<file path="src/rtl/muldiv_seq.sv">
// Sequential RV32M multiply/divide unit for EX: 35-cycle shift-add multiply, restoring divide.
// Optional MULDIV_FAST_MUL_EN: single-cycle 33x33 multiplier for MUL* ops.
module muldiv_seq #(
  parameter int XLEN = 32
) (
  input  logic            clk,
  input  logic            rst,
  input  logic            start_i,
  input  logic [2:0]      funct3_i,
  input  logic [XLEN-1:0] op_a_i,
  input  logic [XLEN-1:0] op_b_i,
  input  logic            flush_i,
  output logic            stall_o,
  output logic            busy_o,
  output logic            done_o,
  output logic [XLEN-1:0] result_o
);

  typedef enum logic [2:0] {S_IDLE, S_PREP, S_CALC, S_FIX, S_DONE} state_t;

  localparam logic [XLEN-1:0] MIN_INT = {1'b1, {(XLEN-1){1'b0}}};

  state_t              r_state, w_next;
  logic [2:0]          r_f3;
  logic [XLEN-1:0]     r_a, r_b;
  logic                r_sign;
  logic [5:0]          r_cnt;
  logic [2*XLEN-1:0]   r_acc;
  logic [XLEN-1:0]     r_quo;
  logic [XLEN:0]       r_rem;
  logic                r_busy, r_done;
  logic [XLEN-1:0]     r_result;

  function automatic logic f_a_signed(input logic [2:0] f3);
    return f3[2] ? ~f3[0] : (f3[1:0] != 2'b11);
  endfunction

  function automatic logic f_b_signed(input logic [2:0] f3);
    return f3[2] ? ~f3[0] : ~f3[1];
  endfunction

  logic            w_accept, w_is_div, w_is_rem, w_sa, w_sb, w_div0, w_ovf;
  logic [XLEN-1:0] w_mag_a, w_mag_b, w_special;

  assign w_accept  = (r_state == S_IDLE) & start_i & ~flush_i;
  assign w_is_div  = r_f3[2];
  assign w_is_rem  = r_f3[2] & r_f3[1];
  assign w_sa      = f_a_signed(r_f3) & r_a[XLEN-1];
  assign w_sb      = f_b_signed(r_f3) & r_b[XLEN-1];
  assign w_mag_a   = w_sa ? -r_a : r_a;
  assign w_mag_b   = w_sb ? -r_b : r_b;
  assign w_div0    = w_is_div & (r_b == '0);
  assign w_ovf     = w_is_div & ~r_f3[0] & (r_a == MIN_INT) & (r_b == '1);
  assign w_special = w_div0 ? (w_is_rem ? r_a : '1) : (w_is_rem ? '0 : MIN_INT);

  // Multiply step: multiplier sits in the low half and shifts out as the sum shifts in.
  logic [XLEN:0]     w_mul_sum;
  logic [2*XLEN-1:0] w_acc_nxt;
  assign w_mul_sum = {1'b0, r_acc[2*XLEN-1:XLEN]} + (r_acc[0] ? {1'b0, r_a} : '0);
  assign w_acc_nxt = {w_mul_sum, r_acc[XLEN-1:1]};

  // Divide step: dividend bits shift out of r_quo's top while quotient bits enter below.
  logic [XLEN+1:0] w_trial;
  logic [XLEN:0]   w_diff;
  logic            w_ge;
  assign w_trial = {r_rem, r_quo[XLEN-1]};
  assign w_ge    = w_trial >= {2'b00, r_b};
  assign w_diff  = w_trial[XLEN:0] - {1'b0, r_b};

  logic [2*XLEN-1:0] w_prod;
  logic [XLEN-1:0]   w_quo_f, w_rem_f, w_fix_res;
  assign w_prod  = r_sign ? -r_acc : r_acc;
  assign w_quo_f = r_sign ? -r_quo : r_quo;
  assign w_rem_f = r_sign ? -r_rem[XLEN-1:0] : r_rem[XLEN-1:0];

  always_comb begin
    w_fix_res = w_prod[2*XLEN-1:XLEN];
    case (r_f3)
      3'b000:         w_fix_res = w_prod[XLEN-1:0];
      3'b100, 3'b101: w_fix_res = w_quo_f;
      3'b110, 3'b111: w_fix_res = w_rem_f;
      default:        w_fix_res = w_prod[2*XLEN-1:XLEN];
    endcase
  end

`ifdef MULDIV_FAST_MUL_EN
  logic signed [2*XLEN+1:0] w_fast_p;
  logic [XLEN-1:0]          w_fast_res;
  assign w_fast_p   = $signed({f_a_signed(funct3_i) & op_a_i[XLEN-1], op_a_i})
                    * $signed({f_b_signed(funct3_i) & op_b_i[XLEN-1], op_b_i});
  assign w_fast_res = (funct3_i[1:0] == 2'b00) ? w_fast_p[XLEN-1:0] : w_fast_p[2*XLEN-1:XLEN];
`endif

  always_comb begin
    w_next = r_state;
    case (r_state)
      S_IDLE: if (w_accept) begin
`ifdef MULDIV_FAST_MUL_EN
        w_next = funct3_i[2] ? S_PREP : S_DONE;
`else
        w_next = S_PREP;
`endif
      end
      S_PREP:  w_next = (w_div0 | w_ovf) ? S_DONE : S_CALC;
      S_CALC:  if (r_cnt == 6'(XLEN-1)) w_next = S_FIX;
      S_FIX:   w_next = S_DONE;
      S_DONE:  w_next = S_IDLE;
      default: w_next = S_IDLE;
    endcase
    if (flush_i) w_next = S_IDLE;
  end

  always_ff @(posedge clk) begin
    if (rst) begin
      r_state  <= S_IDLE;
      r_f3     <= '0;
      r_a      <= '0;
      r_b      <= '0;
      r_sign   <= 1'b0;
      r_cnt    <= '0;
      r_acc    <= '0;
      r_quo    <= '0;
      r_rem    <= '0;
      r_busy   <= 1'b0;
      r_done   <= 1'b0;
      r_result <= '0;
    end else begin
      r_state <= w_next;
      r_busy  <= (w_next == S_PREP) | (w_next == S_CALC) | (w_next == S_FIX);
      r_done  <= (w_next == S_DONE);
      case (r_state)
        S_IDLE: if (w_accept) begin
          r_f3 <= funct3_i;
          r_a  <= op_a_i;
          r_b  <= op_b_i;
`ifdef MULDIV_FAST_MUL_EN
          if (!funct3_i[2]) r_result <= w_fast_res;
`endif
        end
        S_PREP: begin
          r_a    <= w_mag_a;
          r_b    <= w_mag_b;
          r_sign <= w_is_rem ? w_sa : (w_sa ^ w_sb);
          r_cnt  <= '0;
          r_acc  <= {{XLEN{1'b0}}, w_mag_b};
          r_quo  <= w_mag_a;
          r_rem  <= '0;
          if (w_next == S_DONE) r_result <= w_special;
        end
        S_CALC: begin
          r_cnt <= r_cnt + 6'd1;
          if (w_is_div) begin
            r_quo <= {r_quo[XLEN-2:0], w_ge};
            r_rem <= w_ge ? w_diff : w_trial[XLEN:0];
          end else begin
            r_acc <= w_acc_nxt;
          end
        end
        S_FIX: if (!flush_i) r_result <= w_fix_res;
        default: ;
      endcase
    end
  end

  assign stall_o  = w_accept | r_busy;
  assign busy_o   = r_busy;
  assign done_o   = r_done;
  assign result_o = r_result;

endmodule

</file>
<file path="config.mk">
export PLATFORM = sky130hd
export DESIGN_NAME = muldiv_seq
export DESIGN_NICKNAME = d
export VERILOG_FILES = /design/src/rtl/muldiv_seq.sv
export SDC_FILE = /design/constraint.sdc
export NUM_CORES = 1
export LEC_CHECK = 0
export ABC_AREA = 1
export CAP_MARGIN = 10
export CORE_ASPECT_RATIO = 1.75
export CORE_MARGIN = 5
export CORE_UTILIZATION = 35
export CTS_CLUSTER_DIAMETER = 150
export DETAILED_ROUTE_END_ITERATION = 10
export PLACE_DENSITY = 0.54
export SLEW_MARGIN = 30
export SYNTH_ARGS = -nofsm -noshare
export SYNTH_HDL_FRONTEND = slang
export SYNTH_SLANG_ARGS = --single-unit
</file>
<file path="constraint.sdc">
create_clock -name clk -period 5.8 [get_ports clk]
set_input_delay 0.87 -clock clk [delete_from_list [all_inputs] [get_ports clk]]
set_output_delay 0.87 -clock clk [all_outputs]
set_load 0.01 [all_outputs]
</file>
==> results of run 1 <==
[power by group through the flow]
stage | clock network (mW) | registers [mW] | logic [mW]
after floorplan | 0 | 1.76 | 0.854
after global placement | 0 | 1.80 | 1.27
after detailed placement | 0 | 1.80 | 1.27
after CTS | 1.99 | 1.76 | 1.28
after global routing | 2.04 | 1.77 | 1.41
final | 1.96 | 1.76 | 1.29
[worst paths after layout]
path              startpoint  depth (start not counted)   endpoint
setup reg to reg     r_b[25]                         10  r_rem[27]
setup / recovery     flush_i                          6    stall_o
hold reg to reg    r_quo[31]                          2  r_quo[31]
hold / removal     r_quo[31]                          2  r_quo[31]
[kinds of logic (layout without fill, tap and decap cells)]
group,count (synthesis),count (layout),synth area share
and+or+nand+nor,2004,2004,0.3932
xor gates and xnor gates,85,85,0.03478
DFF,240,240,0.2244
buffers and inverters,527,566,0.09667
AOI/OAI and AO/OA,801,801,0.2076
adders and majority gates,73,73,0.04337
[area by class of cell]
type | instances | area share
well taps | 793 | 0.04123
inverters | 376 | 0.05870
multi-input cells | 2963 | 0.6052
clock buffers | 32 | 0.03187
flip-flops and latches | 240 | 0.1999
repair buffers | 138 | 0.05454
clock inverters | 20 | 0.008631
[worst max-delay path, cell delays in order]
cell             delay [ps]
clkdlybuf4s50_1         410
inv_1                   190
nand4_1                 160
inv_2                   620
or2_2                   230
clkdlybuf4s50_1         530
[sequential cells by signal (all words and copies together), names as in the netlist, 3 cells and up]
register,cells
r_quo,32
result_o,32
r_a,32
r_rem,33
r_cnt,6
r_f3,3
r_state,3
r_acc,64
r_b,32
[routing by layer]
layer	routed length (um)	global-route usage
met1	37490	0.3178
met2	49130	0.5135
met3	4172	0.02522
met4	11460	0.2644
met5	0	0
[metrics by stage]
stage | util | cell area, um^2 | setup slack (ps) | std cells
after floorplan | - | 21410 | 3136 | 3730
after global placement | 0.3788 | 23090 | 1948 | 4510
after detailed placement | 0.3788 | 23090 | 1946 | 4510
after CTS | 0.3948 | 24070 | 1929 | 4562
after global routing | 0.3948 | 24070 | 1786 | 4562
final | 0.3948 | 24070 | 1899 | 4562
[layout by cell type, fill, tap and decap left out, drive strengths merged, types with 34 or more instances in the layout]
cell and n:
ha 71, nand3 332, nand4 47, nor3 37, a21oi 418, dfxtp 240
o21ai 236, clkdlybuf4s50 104, nand2 1038, buf 34, a22oi 59, inv 372
nor2 507, xor2 65
==> flow_summary.ini, run 1 <==
[run_status]
outcome = finished, final reports clean

[synthesis]
synth_top_flop_cell = dfxtp_1
synth_edf_count = 0
ys_seq_area_frac = 0.2244
synthArstFlopShare = 0
synthTopCellsByArea = dfxtp_1 (22%), nand2_1 (18%), a21oi_1 (9.5%)
syn_inst = 3730
synthDominantCellAreaShare = 0.2244
synth.avg_cell_area_um2 = 5.739
ys_top_cells_by_count = nand2_1 (1034), nor2_1 (488), a21oi_1 (405), inv_1 (343), nand3_1 (325)
synth-seq-cells = 240
ys_warn_count = 0
syn_area_um2 = 21410
synth_top_area_cell = dfxtp_1
syn_nets = 3874
yosys.cell_count.top_type = nand2_1
synthDistinctLibCells = 54

[sta]
worst_slew_pin_slew_ps = 927.9
slew_headroom = 0.3748
period_minus_slack_ps = 3901
finalHoldViolations = 0
finalMaxSlewViolations = 0
fmax_mhz = 256.4
hold_ws_ps = 472.2
rsz0062_at_grt = false
fin_crit_sh = 0.6725
setup_viol = 0
finClkSkew_ps = 14.60
finalSetupTns_ps = 0

[place]
gp_congestion = 1.060
hpwl_um = 81480
port_buffers = 105

[drt]
vias = 25100
drc = 0
drt_iter0_markers = 2034
ant_nets = 0
wl_per_cell_um = 22.41
wirelength_um = 102200
drt_pass1_iterations = 6
viasPerCell = 5.502

[grt]
grt_remaining_overflow = 0
grt_use_total = 0.2959
grt_pass1_vias = 23940
grt_max_degree = 138
grt_pass1_wl_um = 149500
antenna_found_initial = 0

[die]
fp.dieH_um = 337.2
dieArea_um2 = 66400
pin_count = 106
rows = 120
start_util = 0.3512
core_area_um2 = 60960
die_w_um = 197.0

[cells_and_area]
syn2layout_area_growth_pct = 12.42
n_fill_cell = 6994
num_antenna_cells = 0
drive_gt1_frac = 0.04908
multiInputGateArea_um2 = 14560
nets = 3891
seqCellArea_um2 = 4810

[flow_run]
maxCapViolCount = 0

[pwr]
power.total_mw = 5.015
p_leak_nw = 11.32
cellPowerDensity_nw_per_um2 = 208.4
p_switching_mw = 1.855
pwr-share-seq = 0.352
pwr-share-comb = 0.258
switching_share = 0.3700
peakVddDrop_uv = 189.6
clockPowerShare = 0.390
intPower_mw = 3.159

[hold_path]
hold_class = register to register

[setup_path]
required_ps = 4930
reg2reg_slack_ps = 2250
critPathKind = primary input to output pin
crit_arrival_ps = 3030
critPathLaunchType = primary input
endpoint_kind = output pin
crit_path_max_fanout = 34

[clock_tree]
cts_resized = 0
numCtsBuffers = 28
cts-root-buf = clkbuf_16
clockBufferDepth = 3
clock_latency_ps = 600
clk_pin_slew_ps = 70
cts_max_level = 1
hold_buffers = 0
cts_tree = done
cts.sinks = 240
cts_setup_buffers = 0
Power figures use the tool's default switching activity.
==> run 2: changes to the inputs <==
--- a/config.mk
+++ b/config.mk
@@ -12,7 +12,7 @@
 export CORE_UTILIZATION = 35
 export CTS_CLUSTER_DIAMETER = 150
 export DETAILED_ROUTE_END_ITERATION = 10
-export PLACE_DENSITY = 0.54
+export PLACE_DENSITY = 0.56
 export SLEW_MARGIN = 30
 export SYNTH_ARGS = -nofsm -noshare
 export SYNTH_HDL_FRONTEND = slang
==> constraint.sdc (replaced) <==
create_clock -name clk -period 3.3 [get_ports clk]
set_input_delay 0.495 -clock clk [delete_from_list [all_inputs] [get_ports clk]]
set_output_delay 0.495 -clock clk [all_outputs]
set_load 0.01 [all_outputs]
==> flow_summary.ini, run 2 (synthesis gave the netlist of run 1 again) <==
[die]
core_area_um2 = 60960
dieArea_um2 = 66400
die_w_um = 197.0
rows = 120
start_util = 0.3512
fp.dieH_um = 337.2
pin_count = 106

[grt]
grt_pass1_wl_um = 152300
grt_max_degree = 90
antenna_found_initial = 0
grt_remaining_overflow = 0
grt_pass1_vias = 24650
grt_use_total = 0.3007

[place]
dp_slack_ps = 344.8
gp_congestion = 1.033
hpwl_um = 83070
port_buffers = 105
placed_cells = 4548

[flow_run]
maxCapViolCount = 0

[clock_tree]
cts_resized = 0
clock_latency_ps = 590
clk_pin_slew_ps = 70
cts-root-buf = clkbuf_16
clockBufferDepth = 3
cts.sinks = 240
cts_setup_buffers = 0
cts_max_level = 1
hold_buffers = 0
numCtsBuffers = 27
cts_tree = done

[sta]
fin_ws_ps = 250.0
rsz0062_at_grt = false
hold_ws_ps = 309.5
finalHoldViolations = 0
fmax_mhz = 327.9
worst_slew_pin_slew_ps = 883.5
period_minus_slack_ps = 3050
slew_headroom = 0.4110
finalMaxSlewViolations = 0
fin_crit_sh = 0.9242
finalSetupTns_ps = 0
finClkSkew_ps = 11.79
setup_viol = 0

[cells_and_area]
layout_common_cells = nand2_1 (1034), nor2_1 (484), a21oi_1 (405)
drive_gt1_frac = 0.05627
largest_reg_flops = 64
seqCellArea_um2 = 4808
nets = 3928
syn2layout_area_growth_pct = 13.80
layout_commonest_cell = nand2_1
multiInputGateArea_um2 = 14560
num_antenna_cells = 0
final_cells = 4596
n_fill_cell = 7049
regMostFlops = r_acc
reg_top3 = r_acc x64, r_rem x33

[hold_path]
hold_class = primary input to register
holdPathStages = 2

[setup_path]
critPathKind = register to register
crit_path_max_fanout = 28
crit_arrival_ps = 3560
critPathLaunchType = register
endpoint_kind = register
ff2ff_path_depth = 9
required_ps = 3810

[pwr]
cellPowerDensity_nw_per_um2 = 357.0
power.total_mw = 8.698
peakVddDrop_uv = 362.9
p_leak_nw = 11.49

[drt]
wl_per_cell_um = 22.44
viasPerCell = 5.496
wirelength_um = 103100
drt_iter0_markers = 1754
ant_nets = 0
drt_pass1_iterations = 6
vias = 25260
drc = 0

[run_status]
outcome = finished, final reports clean
[run 2: cell types whose count changed in the layout (fill, tap and decap cells not counted), sizes merged]
cell / change
buf: +38
clkbuf: +3
clkinv: -8
clkinvlp: +2
inv: -1
[run 2: final cells by class]
class | count | area share
multi-input combinational | 2963 | 0.5978
sequential | 240 | 0.1974
timing repair buffer | 176 | 0.06918
inverter | 376 | 0.05799
tap | 793 | 0.04073
clock buffer | 35 | 0.03020
clock inverter | 13 | 0.006677
[run 2: path summary, 6_finish.rpt]
path | from | slack (ps) | endpoint
max | r_f3[1] | 250 | r_acc[18]
min | rst | 310 | result_o[24]
max reg2reg | r_f3[1] | 250 | r_acc[18]
min reg2reg | r_rem[32] | 460 | r_rem[32]
[run 2: critical path: stages, from the launching register on]
cell and delay (ps):
dfxtp_1 810, inv_2 110, o21ai_1 600, nor2_4 290
inv_2 300, o21ai_0 190, nor2_1 170, xor2_1 270
o21ai_1 90, a21oi_1 140
[run 2: stage by stage]
stage | area (um^2) | utilization
6_report | 24360 | 0.3996
5_1_grt | 24360 | 0.3996
4_1_cts | 24360 | 0.3996
3_5_place_dp | 23460 | 0.3849
3_3_place_gp | 23460 | 0.3849
2_1_floorplan | 21410 | -
[run 2: report_power, final]
group / switching (mW) / internal (mW) / total, mW
Combinational: 1.62 / 0.725 / 2.35
Clock: 1.45 / 1.81 / 3.26
Sequential: 0.126 / 2.96 / 3.09
Total: 3.20 / 5.50 / 8.70
[run 2: layer usage]
layer  GRT usage  share of wire
met5           0              0
met4      0.2913           0.12
met3     0.02941          0.042
met2      0.5180           0.48
met1      0.3143           0.36
==> run 3: changes to the inputs <==
--- a/config.mk
+++ b/config.mk
@@ -6,13 +6,14 @@
 export NUM_CORES = 1
 export LEC_CHECK = 0
 export ABC_AREA = 1
+export ABC_CLOCK_PERIOD_IN_PS = 3100
 export CAP_MARGIN = 10
 export CORE_ASPECT_RATIO = 1.75
 export CORE_MARGIN = 5
 export CORE_UTILIZATION = 35
 export CTS_CLUSTER_DIAMETER = 150
 export DETAILED_ROUTE_END_ITERATION = 10
-export PLACE_DENSITY = 0.56
+export PLACE_DENSITY = 0.54
 export SLEW_MARGIN = 30
 export SYNTH_ARGS = -nofsm -noshare
 export SYNTH_HDL_FRONTEND = slang
==> constraint.sdc (replaced) <==
create_clock -name clk -period 3.1 [get_ports clk]
set_input_delay 0.465 -clock clk [delete_from_list [all_inputs] [get_ports clk]]
set_output_delay 0.465 -clock clk [all_outputs]
set_load 0.01 [all_outputs]
==> flow_summary.ini, run 3 (synthesis gave the netlist of run 1 again) <==
[pwr]
peakVddDrop_uv = 396.2
clockPowerShare = 0.386
switching_share = 0.3673
p_leak_nw = 11.66
pwr-share-seq = 0.344
cellPowerDensity_nw_per_um2 = 384.5
intPower_mw = 5.991
p_switching_mw = 3.478
pwr-share-comb = 0.269

[drt]
ant_nets = 0
drt_pass1_iterations = 7
viasPerCell = 5.483
vias = 25340
drt_iter0_markers = 1950
wl_per_cell_um = 22.58
drc = 0
wirelength_um = 104400

[cells_and_area]
fin_util = 0.4040
layout_common_cells = nand2_1 (1034), nor2_1 (484), a21oi_1 (405)
layout_commonest_cell = nand2_1
drive_gt1_frac = 0.06294
syn2layout_area_growth_pct = 15.04
final_area_um2 = 24630
reg_top3 = r_acc x64, r_rem x33
regMostFlops = r_acc
num_antenna_cells = 0
nets = 3951
largest_reg_flops = 64

[clock_tree]
cts_tree = done
clk_pin_slew_ps = 70
numCtsBuffers = 28
cts.sinks = 240
hold_buffers = 0
cts_setup_buffers = 0
clockBufferDepth = 3
clock_latency_ps = 610
cts_resized = 0
cts-root-buf = clkbuf_16
cts_max_level = 1

[sta]
fmax_mhz = 348.7
slew_headroom = 0.5335
worst_slew_pin_slew_ps = 695.1
rsz0062_at_grt = false
period_minus_slack_ps = 2868
finClkSkew_ps = 17.60
finalHoldViolations = 0
finalMaxSlewViolations = 0
finalSetupTns_ps = 0
fin_crit_sh = 0.9250
setup_viol = 0

[grt]
antenna_found_initial = 1
grt-busiest-layer = met2
grtUsageMet3 = 0.03161
grt_pass1_wl_um = 151900
grt_use_met2 = 0.5222
grt_remaining_overflow = 0
grt_use_total = 0.3016
grtUsageMet1 = 0.3135
grt_max_degree = 103
grt_pass1_vias = 24590

[place]
dpl-instance-area_um2 = 23670
port_buffers = 105
hpwl_um = 83470
gp_congestion = 1.007

[setup_path]
cp_cell_sequence = ha_1 -> inv_1 -> fa_1 -> a21oi_1 -> inv_1 -> a21oi_1 -> o21ai_0 -> nand2_1 -> nand2_1 -> nand2_1 -> nand4_1 -> a21oi_1
r2r-start = r_b[0]
critPathKind = register to register
critPathLaunchType = register
crit_path_max_fanout = 5
critPathTopFamily = compound AO/OA/AOI/OAI gates
endpoint_kind = register
required_ps = 3620
crit_buf_inv = 2
slowest_delay_ps = 600
crit_arrival_ps = 3390
startpoint = r_b[0]
cp_slowest_cell = dfxtp_1

[die]
rows = 120
fp.dieH_um = 337.2
start_util = 0.3512
pin_count = 106
dieArea_um2 = 66400
die_w_um = 197.0
core_area_um2 = 60960

[hold_path]
hp-start = rst
hold_class = primary input to register

[flow_run]
maxCapViolCount = 0

[run_status]
outcome = finished, final reports clean
-- run 3: changes by cell type in the layout (fill, tap and decap cells not counted), moves of 2 or more --
cell,before,now
buf_4,63,82
buf_12,8,11
clkbuf_16,27,29
clkinv_2,5,8
inv_6,0,3
clkbuf_1,5,3
-- run 3: layout make-up --
cell class	instances	area, um^2
fillers	7021	36330
multi-input cells	2963	14560
flip-flops and latches	240	4808
repair buffers	198	1888
inverters	376	1413
well taps	793	992.2
clock buffers	35	778.2
clock inverters	17	183.9
-- run 3: routing by layer --
metal,up-vias,wire length (um),part of all wire
met5,-,10,0.000096
met1,11660,37510,0.36
met3,357,4717,0.045
met2,878,49550,0.47
li1,12450,-,-
met4,2,12590,0.12
-- run 3: metrics by stage --
| stage | instances | total power, mW | hold WS (ps) | setup slack, ps |
|---|---|---|---|---|
| after detailed placement | 4570 | 5.825 | 458.8 | 259.9 |
| after CTS | 4622 | 9.502 | 389.4 | 241.2 |
| after global placement | 4570 | 5.841 | 453.8 | 158.3 |
| after global routing | 4622 | 9.864 | 398.3 | 70.79 |
| final | 4622 | 9.469 | 363.4 | 232.4 |
| after floorplan | 3730 | 4.890 | 444.5 | 436.4 |
-- run 3: power groups by stage --
stage               logic (mW)  clock network (mW)  registers [mW]
floorplan                 1.60                   0            3.29
global placement          2.52                   0            3.32
detailed placement        2.50                   0            3.32
CTS                       2.51                3.73            3.25
global route              2.77                3.83            3.26
finish                    2.55                3.66            3.26
-- run 3: final timing paths --
check / end / depth (start not counted) / slack [ps]
worst max-delay path: r_rem[32] / 12 / 230
worst min-delay path: r_state[1] / 3 / 360
worst max register to register: r_rem[32] / 12 / 230
worst min register to register: result_o[31] / 2 / 470
-- run 3: worst reg2reg max path: cells and delay by family, from the launching register on --
kind	cells	cell delay [ps]
flops	1	600
buf+inv	2	220
fa+ha+maj	2	750
simple gates	4	330
compound gates	4	890
